## src/rtl/uart_pkg.sv

```systemverilog
// ---------------------------------------------------------------------------
// uart_pkg
// Shared UART definitions used by both the transmit framer and the receive
// path, so that both sides agree on framing and parity conventions.
//   uart_state_e : framer states (IDLE, START, DATA, PARITY, STOP)
//   EVEN / ODD   : values of the parity-type select
//   START_BIT    : line level of the start bit
//   STOP_BIT     : line level of the stop bit(s) and of the idle line
// ---------------------------------------------------------------------------
package uart_pkg;

    typedef enum logic [2:0] {
        IDLE   = 3'd0,
        START  = 3'd1,
        DATA   = 3'd2,
        PARITY = 3'd3,
        STOP   = 3'd4
    } uart_state_e;

    localparam logic EVEN      = 1'b0;
    localparam logic ODD       = 1'b1;
    localparam logic START_BIT = 1'b0;
    localparam logic STOP_BIT  = 1'b1;

endpackage

```

## src/rtl/uart_tx_parity_gen.sv

```systemverilog
// ---------------------------------------------------------------------------
// uart_tx_parity_gen
// Parity generator for the TX framer. It works on the word latched at the
// accept edge, never on the live input bus, and uses the same arithmetic as
// the RX checker, so that a matching receiver sees a clean frame.
//   data       in  Data_Width  latched data word
//   parity_typ in  1           EVEN (0) or ODD (1)
//   parity_bit out 1           bit that makes the total number of ones
//                              even (EVEN) or odd (ODD)
// ---------------------------------------------------------------------------
module uart_tx_parity_gen
    import uart_pkg::*;
#(
    parameter int Data_Width = 8
) (
    input  logic [Data_Width-1:0] data,
    input  logic                  parity_typ,
    output logic                  parity_bit
);

    // XOR-reduce gives the EVEN bit; ODD is its complement.
    always_comb begin
        parity_bit = (parity_typ == ODD) ? ~^data : ^data;
    end

endmodule

```

## src/rtl/uart_tx_frame.sv

```systemverilog
// ---------------------------------------------------------------------------
// uart_tx_frame
// UART transmit framer. It accepts a parallel word and serializes it as a
// start bit, then the data bits LSB first, then an optional parity bit, then
// the stop bit(s). One bit is sent per CLK cycle.
//   CLK        in  1           TX bit clock, rising edge
//   RST        in  1           asynchronous, active-low reset
//   P_DATA     in  Data_Width  word to transmit
//   Data_Valid in  1           send request; sampled only while Busy=0
//   Parity_EN  in  1           1 = add a parity bit after the data
//   Parity_TYP in  1           0 = EVEN, 1 = ODD
//   TX_OUT     out 1           serial line, idle high, registered
//   Busy       out 1           frame in progress, registered
// Configuration macro:
//   UART_TX_TWO_STOP_EN  when defined, the stop phase lasts two cycles.
//                        When undefined, a single stop bit is sent.
// ---------------------------------------------------------------------------
module uart_tx_frame
    import uart_pkg::*;
#(
    parameter int Data_Width = 8
) (
    input  logic                  CLK,
    input  logic                  RST,
    input  logic [Data_Width-1:0] P_DATA,
    input  logic                  Data_Valid,
    input  logic                  Parity_EN,
    input  logic                  Parity_TYP,
    output logic                  TX_OUT,
    output logic                  Busy
);

    // The counter must reach Data_Width-1 without wrapping. The counter is
    // also reused to time the two-cycle stop phase, so it is at least 1 bit.
    localparam int CNT_W = (Data_Width > 1) ? $clog2(Data_Width) : 1;
    localparam logic [CNT_W-1:0] LAST_BIT = CNT_W'(Data_Width - 1);

    uart_state_e           state_q, state_d;
    logic [CNT_W-1:0]      bit_cnt_q, bit_cnt_d;
    logic [CNT_W-1:0]      bit_cnt_inc;
    logic [Data_Width-1:0] data_q, data_d;
    logic                  parity_en_q, parity_en_d;
    logic                  parity_typ_q, parity_typ_d;
    logic                  tx_d, busy_d;
    logic                  parity_bit;

    uart_tx_parity_gen #(
        .Data_Width(Data_Width)
    ) u_parity_gen (
        .data      (data_q),
        .parity_typ(parity_typ_q),
        .parity_bit(parity_bit)
    );

    assign bit_cnt_inc = bit_cnt_q + CNT_W'(1);

    // State, counter, latched request and registered outputs. A reset
    // aborts any frame at once and forces the line back to idle.
    always_ff @(posedge CLK or negedge RST) begin
        if (!RST) begin
            state_q      <= IDLE;
            bit_cnt_q    <= '0;
            data_q       <= '0;
            parity_en_q  <= 1'b0;
            parity_typ_q <= 1'b0;
            TX_OUT       <= STOP_BIT;
            Busy         <= 1'b0;
        end else begin
            state_q      <= state_d;
            bit_cnt_q    <= bit_cnt_d;
            data_q       <= data_d;
            parity_en_q  <= parity_en_d;
            parity_typ_q <= parity_typ_d;
            TX_OUT       <= tx_d;
            Busy         <= busy_d;
        end
    end

    // Next-state and next-output logic. TX_OUT and Busy are computed one
    // cycle early and then registered, so the line has no glitches.
    // Inputs are only looked at in IDLE. This is why requests and input
    // changes during a frame have no effect.
    always_comb begin
        state_d      = state_q;
        bit_cnt_d    = bit_cnt_q;
        data_d       = data_q;
        parity_en_d  = parity_en_q;
        parity_typ_d = parity_typ_q;
        tx_d         = STOP_BIT;
        busy_d       = 1'b1;

        unique case (state_q)
            IDLE: begin
                busy_d = 1'b0;
                if (Data_Valid) begin
                    data_d       = P_DATA;
                    parity_en_d  = Parity_EN;
                    parity_typ_d = Parity_TYP;
                    bit_cnt_d    = '0;
                    state_d      = START;
                    tx_d         = START_BIT;
                    busy_d       = 1'b1;
                end
            end

            START: begin
                state_d   = DATA;
                bit_cnt_d = '0;
                tx_d      = data_q[0];
            end

            DATA: begin
                if (bit_cnt_q == LAST_BIT) begin
                    bit_cnt_d = '0;
                    if (parity_en_q) begin
                        state_d = PARITY;
                        tx_d    = parity_bit;
                    end else begin
                        state_d = STOP;
                        tx_d    = STOP_BIT;
                    end
                end else begin
                    bit_cnt_d = bit_cnt_inc;
                    tx_d      = data_q[bit_cnt_inc];
                end
            end

            PARITY: begin
                state_d   = STOP;
                bit_cnt_d = '0;
                tx_d      = STOP_BIT;
            end

            STOP: begin
`ifdef UART_TX_TWO_STOP_EN
                // The counter is zero on entry. It holds the line high for
                // one more cycle before the frame ends.
                if (bit_cnt_q == '0) begin
                    bit_cnt_d = CNT_W'(1);
                    tx_d      = STOP_BIT;
                end else begin
                    state_d   = IDLE;
                    bit_cnt_d = '0;
                    busy_d    = 1'b0;
                end
`else
                state_d = IDLE;
                busy_d  = 1'b0;
`endif
            end

            default: begin
                state_d   = IDLE;
                bit_cnt_d = '0;
                busy_d    = 1'b0;
            end
        endcase
    end

endmodule
```

## config.mk

```make
export PLATFORM = sky130hd
export DESIGN_NAME = uart_tx_frame
export DESIGN_NICKNAME = d
export VERILOG_FILES = /design/src/rtl/uart_pkg.sv /design/src/rtl/uart_tx_parity_gen.sv /design/src/rtl/uart_tx_frame.sv
export SDC_FILE = /design/constraint.sdc
export NUM_CORES = 1
export LEC_CHECK = 0
export BUFFER_PORTS_ARGS = -buffer_cell sky130_fd_sc_hd__buf_2
export CELL_PAD_IN_SITES_DETAIL_PLACEMENT = 1
export CELL_PAD_IN_SITES_GLOBAL_PLACEMENT = 1
export CORE_ASPECT_RATIO = 1.25
export CORE_UTILIZATION = 38
export DETAILED_ROUTE_END_ITERATION = 8
export PLACE_DENSITY_LB_ADDON = 0.2
export SKIP_LAST_GASP = 1
export SLEW_MARGIN = 10
export SYNTH_ARGS = -nofsm -noshare
export SYNTH_HDL_FRONTEND = slang
export SYNTH_HIERARCHICAL = 1
export SYNTH_SLANG_ARGS = --single-unit
```

## constraint.sdc

```tcl
create_clock -name CLK -period 1.37 [get_ports CLK]
set_input_delay 0.137 -clock CLK [delete_from_list [all_inputs] [get_ports CLK]]
set_output_delay 0.137 -clock CLK [all_outputs]
set_load 0.005 [all_outputs]
```

==> flow_summary.yaml <==
setup_path:
  start_kind: "register"
  worst-path-buf-inv: 0
  critPathSlowestCell: "xnor3_1"
  cpMostUsedCell: "xnor2_2"
  crit_chain: "xnor2_2, xnor3_1, xnor2_2, o2111ai_1, o211ai_1"
  cp-end-kind: "register"
  crit_fanout: 2
  r2r_cells: 5
  r2r_start: "data_q[7]"
  cp_top_family: "XOR/XNOR gates"
  required_ps: 1600
  rr_endpoint: "TX_OUT"
  reg2reg_slack_ps: -190
  slowest_delay_ps: 450
  worstPathArrival_ps: 1790
  crit_type: "reg -> reg"
placement:
  place_hpwl_um: 1420
  placed_cells: 129
  gp_congestion: 0.715
  numPortBuffers: 14
power:
  power_density_nw_per_um2: 2560
  clockPowerShare_pct: 10.3
  peakVddDrop_mv: 1.68
  combPwrFrac_pct: 59.7
  p_sw_mw: 1.12
  swShare_pct: 33.9
  pwr-share-seq_pct: 30.0
  p_int_mw: 2.19
  leakagePower_nw: 0.598
clock_network:
  clk_path_buf_depth: 2
  cts.sinks: 18
  clkLatencyLatePin_ps: 300
  cts_htree_levels: 1
  cts_root_buffer: "clkbuf_4"
  numCtsBuffers: 3
  clkTransAtPathRegs_ps: 110
  cts_tree: "done"
worst_hold_path:
  worstHoldStart: "P_DATA[5]"
  min_to: "data_q[5]"
  holdPathStages: 2
  hp-class: "in -> reg"
cells_and_area:
  fin_nets: 123
  drive_gt1_share_pct: 52.3
  final_cell_mix: "dfrtp_1 (17), buf_2 (14), buf_4 (12)"
  diodes: 0
  final_common_cell: "dfrtp_1"
  postLayoutCoreUtil_pct: 56.7
  final_cells: 138
  fill_cells: 261
  syn2layout_area_growth_pct: 36.0
sta:
  fmax_mhz: 642
  tns_ps: -829
  maxSlewViolCount: 0
  fin_worst_skew_ps: 1.65
  post-route-period-util_pct: 114
  setup_slack_ps: -188
  final-setup-viol-count: 11
  hold_viol_final: 0
  slew_headroom_pct: 72.6
  worst_pin_slew_ps: 411
  min_period_ps: 1560
  grt_setup_unrepaired: "true"
outcome:
  run_status: "finished, violations left"
  violations: "negative setup slack"
synth:
  synth-xor-area-share_pct: 8.67
  muxShareOfSynthArea_pct: 16.6
  synth_seq_cells: 18
  syn_nets: 91
  synthesis.area_um2: 952
  synth_top_family_by_area: "multiplexers"
  synthSimpleGateAreaFrac_pct: 14.3
  yosysSeqAreaShare_pct: 47.4
  synth-adder-area-share_pct: 2.63
  synth_cell_type_count: 29
  syn_avg_cell_area_um2: 12.5
  synth_compound_area_share_pct: 8.54
  ys_warn_count: 6
  syn_inst: 76
global_routing:
  grt-ovfl-total: 0
  antenna_found_initial: 0
  grt_max_degree: 19
  first_global_vias: 774
  grt_pass1_wl_um: 3510
  track_usage_pct: 18.6
drt:
  vias_per_cell: 5.15
  drtPass1Iterations: 4
  wl_per_cell_um: 15.1
  postRouteAntennaNets: 0
  vias: 711
  drt_wl_total_um: 2080
  first_iter_violations: 5
  post-route-drc-count: 0
die:
  io_pins: 15
  initial_core_util_pct: 41.7
  die_y_um: 58.0
  die_w_um: 46.8
  dieArea_um2: 2710
  core_area_um2: 2280
  rows: 19
job:
  cap_violations: 0
[layout make-up]
| class | instances | area, um^2 | area share, % |
|---|---|---|---|
| multi-input cells | 54 | 546 | 42.1 |
| flip-flops and latches | 18 | 452 | 34.9 |
| repair buffers | 29 | 215 | 16.6 |
| well taps | 31 | 38.8 | 3.00 |
| clock buffers | 4 | 36.3 | 2.80 |
| inverters | 2 | 7.51 | 0.580 |
[layer usage]
metal	part of all wire, %	track usage (%)	up-vias
met4	2.1	8.57	0
met5	0	0	-
met3	3.3	3.74	5
li1	-	-	338
met1	44	23.5	354
met2	50	30.0	14
[state kept, by name, summed over array words and instances, names as in the netlist]
register	count
TX_OUT	1
parity_typ_q	1
parity_en_q	1
data_q	8
Busy	1
state_q	3
bit_cnt_q	3
[worst register-to-register path, cell delays in order (launching register included)]
cell and delay, ps:
dfrtp_1 420, xnor2_2 170, xnor3_1 450, xnor2_2 150, o2111ai_1 180, o211ai_1 110
[what timing repair did]
action,4_1_cts,5_1_grt
pin swaps,0,4
setup buffers,0,3
endpoints found under the setup margin,1,7
endpoints found under the hold margin,17,0
resized for setup,0,8
cloned,0,1
hold buffers,1,0
[Yosys cell counts]
library cell,n,area [um^2]
a221oi_1,1,8.76
xnor2_1,4,35.0
buf_2,2,10.0
xor2_1,1,8.76
nor3_1,3,15.0
and2b_2,2,17.5
o21ai_0,2,10.0
xnor3_1,1,22.5
nor2_1,5,18.8
nand2b_4,1,13.8
o21a_1,2,15.0
mux2_2,12,135
and3_1,1,6.26
a21oi_1,1,5.00
dfrtp_1,17,425
nor2b_1,3,18.8
nand2b_1,2,12.5
nand2_1,1,3.75
and2_1,1,6.26
xnor2_2,1,16.3
inv_1,2,7.51
ha_1,2,25.0
o2111ai_1,1,8.76
a32oi_1,3,26.3
nor3_4,1,16.3
dfstp_2,1,26.3
o211ai_1,1,7.51
nor3b_1,1,7.51
mux4_2,1,22.5
[logic make-up after synthesis]
group / count (synthesis)
mux: 13
flops: 18
buf+inv: 4
simple gates: 21
compound gates: 11
xor+xnor: 7
fa+ha+maj: 2
[metrics by stage]
stage | total power [mW] | setup WS (ps) | area (um^2) | hold slack, ps
after floorplan | 2.17 | -60.9 | 978 | -159
after global placement | 2.62 | -98.9 | 1160 | 94.8
after detailed placement | 2.67 | -135 | 1160 | 92.2
after CTS | 3.03 | -160 | 1210 | 45.4
after global routing | 3.55 | -270 | 1290 | 50.1
final | 3.32 | -188 | 1290 | 51.8
[power groups by stage]
| stage | Combinational (mW) | Sequential [mW] | Clock, mW |
|---|---|---|---|
| finish | 1.98 | 0.995 | 0.343 |
| global route | 2.15 | 1.03 | 0.364 |
| CTS | 1.69 | 0.991 | 0.350 |
| detailed placement | 1.67 | 1.00 | 0 |
| global placement | 1.63 | 0.987 | 0 |
| floorplan | 1.20 | 0.970 | 0 |
[how the worst max path moves through the flow]
| stage | from | end | slack [ps] | cells after the start |
|---|---|---|---|---|
| after floorplan | bit_cnt_q[0] | TX_OUT | -60 | 5 |
| after global placement | parity_typ_q | TX_OUT | -100 | 5 |
| after detailed placement | parity_typ_q | TX_OUT | -130 | 5 |
| after CTS | parity_typ_q | TX_OUT | -160 | 5 |
| after global routing | data_q[7] | TX_OUT | -270 | 5 |
| final | data_q[7] | TX_OUT | -190 | 5 |
Note: power is estimated with default switching activity, not from simulation.
